### src/rtl/regfile_dump_unit.sv
// Sequential dump of the register file (R0..R(NumRegs-1)) plus an optional flag word,
// streamed out one beat at a time on a valid/ready interface.
module regfile_dump_unit #(
   parameter int unsigned NumRegs      = 16,
   parameter int unsigned DataW        = 16,
   parameter bit          IncludeFlags = 1'b1
) (
   input  logic                        clk_i,
   input  logic                        rst_ni,
   input  logic                        start_i,
   input  logic                        abort_i,
   output logic [$clog2(NumRegs)-1:0]  rd_reg_o,
   input  logic [DataW-1:0]            rd_data_i,
   input  logic                        z_flag_i,
   input  logic                        o_flag_i,
   input  logic                        n_flag_i,
   output logic                        out_valid_o,
   input  logic                        out_ready_i,
   output logic [DataW-1:0]            out_data_o,
   output logic [$clog2(NumRegs):0]    out_idx_o,
   output logic                        out_last_o,
   output logic                        busy_o,
   output logic                        done_o
);

   localparam int unsigned IdxW    = $clog2(NumRegs);
   localparam int unsigned LastInt = IncludeFlags ? NumRegs : NumRegs - 1;
   localparam logic [IdxW:0] FlagIdx = NumRegs[IdxW:0];
   localparam logic [IdxW:0] LastIdx = LastInt[IdxW:0];
   localparam logic [IdxW:0] IdxOne  = {{IdxW{1'b0}}, 1'b1};

   typedef enum logic [1:0] {StIdle, StRead, StSend, StDone} state_e;

   state_e            state_q, state_d;
   logic [IdxW:0]     idx_q, idx_d;
   logic [IdxW-1:0]   rd_reg_q, rd_reg_d;
   logic              valid_q, valid_d;
   logic [DataW-1:0]  data_q, data_d;
   logic [IdxW:0]     oidx_q, oidx_d;
   logic              last_q, last_d;
   logic [DataW-1:0]  flag_word;

   assign flag_word = {{(DataW-3){1'b0}}, z_flag_i, o_flag_i, n_flag_i};

   // Next-state logic: abort overrides every non-idle state.
   always_comb begin
      state_d  = state_q;
      idx_d    = idx_q;
      rd_reg_d = rd_reg_q;
      valid_d  = valid_q;
      data_d   = data_q;
      oidx_d   = oidx_q;
      last_d   = last_q;
      if (abort_i && (state_q != StIdle)) begin
         state_d = StIdle;
         idx_d   = '0;
         valid_d = 1'b0;
         last_d  = 1'b0;
      end else begin
         unique case (state_q)
            StIdle: begin
               if (start_i && !abort_i) begin
                  state_d  = StRead;
                  idx_d    = '0;
                  rd_reg_d = '0;
               end
            end
            StRead: begin
               // Read port is combinational: rd_reg_q already addresses idx_q here.
               data_d  = (idx_q == FlagIdx) ? flag_word : rd_data_i;
               oidx_d  = idx_q;
               valid_d = 1'b1;
               last_d  = (idx_q == LastIdx);
               state_d = StSend;
            end
            StSend: begin
               if (out_ready_i) begin
                  valid_d = 1'b0;
                  last_d  = 1'b0;
                  if (last_q) begin
                     state_d = StDone;
                  end else begin
                     idx_d    = idx_q + IdxOne;
                     rd_reg_d = idx_d[IdxW-1:0];
                     state_d  = StRead;
                  end
               end
            end
            StDone: state_d = StIdle;
            default: state_d = StIdle;
         endcase
      end
   end

   // State and output registers.
   always_ff @(posedge clk_i or negedge rst_ni) begin
      if (!rst_ni) begin
         state_q  <= StIdle;
         idx_q    <= '0;
         rd_reg_q <= '0;
         valid_q  <= 1'b0;
         data_q   <= '0;
         oidx_q   <= '0;
         last_q   <= 1'b0;
      end else begin
         state_q  <= state_d;
         idx_q    <= idx_d;
         rd_reg_q <= rd_reg_d;
         valid_q  <= valid_d;
         data_q   <= data_d;
         oidx_q   <= oidx_d;
         last_q   <= last_d;
      end
   end

   assign rd_reg_o    = rd_reg_q;
   assign out_valid_o = valid_q;
   assign out_data_o  = data_q;
   assign out_idx_o   = oidx_q;
   assign out_last_o  = last_q;
   assign busy_o      = (state_q != StIdle);
   assign done_o      = (state_q == StDone);

endmodule

### config.mk
export PLATFORM = sky130hd
export DESIGN_NAME = regfile_dump_unit
export DESIGN_NICKNAME = d
export VERILOG_FILES = /design/src/rtl/regfile_dump_unit.sv
export SDC_FILE = /design/constraint.sdc
export NUM_CORES = 1
export LEC_CHECK = 0
export BUFFER_PORTS_ARGS = -buffer_cell sky130_fd_sc_hd__buf_2
export CORE_ASPECT_RATIO = 1.5
export CORE_MARGIN = 2
export CORE_UTILIZATION = 45
export CTS_BUF_LIST = sky130_fd_sc_hd__clkbuf_8
export CTS_CLUSTER_SIZE = 8
export DETAILED_ROUTE_END_ITERATION = 8
export GPL_TIMING_DRIVEN = 0
export PLACE_DENSITY = 0.78
export SLEW_MARGIN = 20
export SYNTH_ARGS = -nofsm -noshare
export SYNTH_HDL_FRONTEND = slang
export SYNTH_SLANG_ARGS = --single-unit
### constraint.sdc
create_clock -name clk_i -period 2.85 [get_ports clk_i]
set_input_delay 0.57 -clock clk_i [delete_from_list [all_inputs] [get_ports clk_i]]
set_output_delay 0.57 -clock clk_i [all_outputs]
set_load 0.02 [all_outputs]
==> qor.yml <==
rsz0062_at_grt: "false"
path_class: "reg2out"
vdd_ir_drop_max_uv: 519
row_count: 25
cts_resized: 0
fillers: 281
nNetsFinal: 210
dp.final_hpwl_mm: 2.26
synth.area.top_cells: "dfrtp_1 57%, a22o_1 7.7%, nand2_1 3.5%, a21o_1 3.0%, mux2_2 3.0%"
final_cell_area_um2: 1900
switching_share_pct: 30.0
p_clk_share_pct: 30.4
clk_pin_slew_worst_paths_ps: 60
reg2reg_from: "idx_q[0]"
required_ps: 2280
synth_cell_types: 33
die_height_um: 74.3
cts_tree: "built"
grt_pass1_vias: 1147
post-cts-setup-buffers: 0
ant_nets: 0
setup_violations: 0
antenna_found_initial: 0
vias_per_cell: 5.06
syn_avg_cell_area_um2: 11.9
drc: 0
slew_headroom_pct: 51.5
cp.arrival_ps: 1240
mappedNetlistArea_um2: 1480
tns_ps: 0
tightest_slew_ps: 728
grt_usage_pct: 18.3
cts_buffer_depth: 2
synth_seq_cells: 34
startpoint_type: "register"
use_met1_pct: 20.0
worstHoldPathType: "in2async"
worst-path-max-fanout: 10
dp.cells: 217
synth_ff_type: "dfrtp_1"
mostFrequentLayoutCells: "56 x buf_2, 34 x dfrtp_1, 14 x nand2_1, 13 x a22o_1, 7 x o21ai_1"
sequentialPowerShare_pct: 44.4
p_int_uw: 952
dr_total_vias: 1139
pwr-share-comb_pct: 25.1
initial_core_util_pct: 46.9
synth_top_area_share_pct: 57.4
ys_warn_count: 0
place_area_um2: 1790
worstSetupEndpointType: "primary output"
postCtsHoldBufs: 0
routed_wl_mm: 3.02
final_common_cell: "buf_2"
cts_sinks: 34
status: "completed"
critPathTopFamily: "buffers and inverters"
wl_per_cell_um: 13.4
grt-ovfl-total: 0
io_pins: 53
yosysTopAreaCell: "dfrtp_1"
ys_seq_area_share_pct: 57.4
crit_buf_inv: 3
htree_levels: 2
switching_power_uw: 407
crit_slowest_cell: "dfrtp_1"
cp_common_cell: "buf_2"
fin_cells: 225
synthesis.nets: 151
hold_violations: 0
power_density_nw_per_um2: 716
grt_use_met2_pct: 32.6
drv_slew: 0
use_met3_pct: 5.62
min_period_ps: 1810
synth_edf_count: 0
first_pass_iters: 4
slowest_delay_ps: 390
drt-initial-drc-count: 9
busiest_layer: "met2"
diodes: 0
cp-startpoint: "state_q[0]"
grt_max_degree: 35
grt_pass1_wl_mm: 5.09
cts_root_buf: "clkbuf_8"
clkLatencyLatePin_ps: 280
cp_cell_sequence: "buf_2 > nor2_2 > inv_2 > buf_2"
synthArstFlopShare_pct: 100
leakage_uw: 0.00104
gp_congestion: 0.779
cts_buffers: 5
die-area_um2: 3780
max_freq_mhz: 552
die_x_um: 50.8
finalClockSkew_ps: 4.91
drive_above_1_share_pct: 40.5
numPortBuffers: 52
period_share_pct: 63.5
core-area_um2: 3160
synthCells: 125
maxCapViolCount: 0
area_growth_pct: 28.1
[cell usage after synthesis (2+ instances only)]
cell type / instances
nand3b_1: 2
o21ai_1: 7
nand2b_1: 4
nor2_2: 2
a21o_1: 6
dfrtp_1: 34
nand2_1: 14
inv_1: 2
a21oi_1: 3
nor2_1: 4
buf_2: 4
mux2i_1: 4
ha_1: 2
a22o_1: 13
nand3_1: 2
mux2_2: 4
nor2b_1: 2
[cell families (layout without fill, tap and decap cells)]
family                     Yosys count  after routing  share of synthesized area [%]
DFF                                 34             34                           57.4
adders and majority gates            2              2                           1.69
AOI/OAI and AO/OA                   34             34                           17.0
and+or+nand+nor                     36             36                           13.6
muxes                                8              8                           5.74
buffers and inverters                9             69                           3.38
xor gates and xnor gates             2              2                           1.18
[worst paths after layout]
path | cells after the start | slack, ps | end
worst min register to register | 1 | 470 | rd_reg_o[0]
min in group clk_i | 1 | 470 | rd_reg_o[0]
worst max register to register | 7 | 1230 | out_data_o[4]
max in group asynchronous | 1 | 2040 | out_idx_o[0]
worst min-delay path | 1 | 350 | idx_q[2]
worst max-delay path | 4 | 1040 | busy_o
[layout make-up]
cell class / count / area, µm² / area share, %
buffer: 6 / 38.8 / 2.04
clock buffer: 5 / 68.8 / 3.63
inverter: 3 / 11.3 / 0.593
clock inverter: 3 / 37.5 / 1.98
timing repair buffer: 52 / 260 / 13.7
tap: 40 / 50.0 / 2.64
sequential: 34 / 851 / 44.8
multi-input combinational: 82 / 581 / 30.6
[state kept, by name, summed over array words and instances, names as in the netlist]
name	count
out_data_o	16
idx_q	5
out_idx_o	5
rd_reg_o	4
state_q	2
out_last_o	1
out_valid_o	1
[worst register-to-register path, cell delays in order (launching register included)]
cell and delay, ps:
dfrtp_1 420, inv_1 100, ha_1 150, nor4bb_1 250, buf_4 210, nor2_4 50, buf_6 140, a22o_1 190
[through the flow]
step | utilization [%] | total power, µW | hold slack [ps] | worst slack [ps]
floorplan | - | 822 | 274 | 1370
detailed placement | 56.7 | 957 | 460 | 1220
CTS | 60.1 | 1380 | 363 | 1020
global placement | 56.7 | 941 | 457 | 1260
global route | 60.1 | 1430 | 402 | 984
finish | 60.1 | 1360 | 348 | 1040
[power groups by stage]
stage                     sequential (µW)  combinational [µW]  clock (µW)
after floorplan                       705                 116           0
final                                 604                 341         414
after global placement                606                 336           0
after detailed placement              612                 345           0
after global routing                  612                 371         451
after CTS                             603                 347         431
[metal layers]
| layer | vias up | wire length [µm] |
|---|---|---|
| li1 | 560 | - |
| met1 | 525 | 1240 |
| met2 | 48 | 1550 |
| met3 | 6 | 183 |
| met4 | 0 | 50 |
| met5 | - | 0 |
No activity file was read; power rests on OpenSTA's default activity.
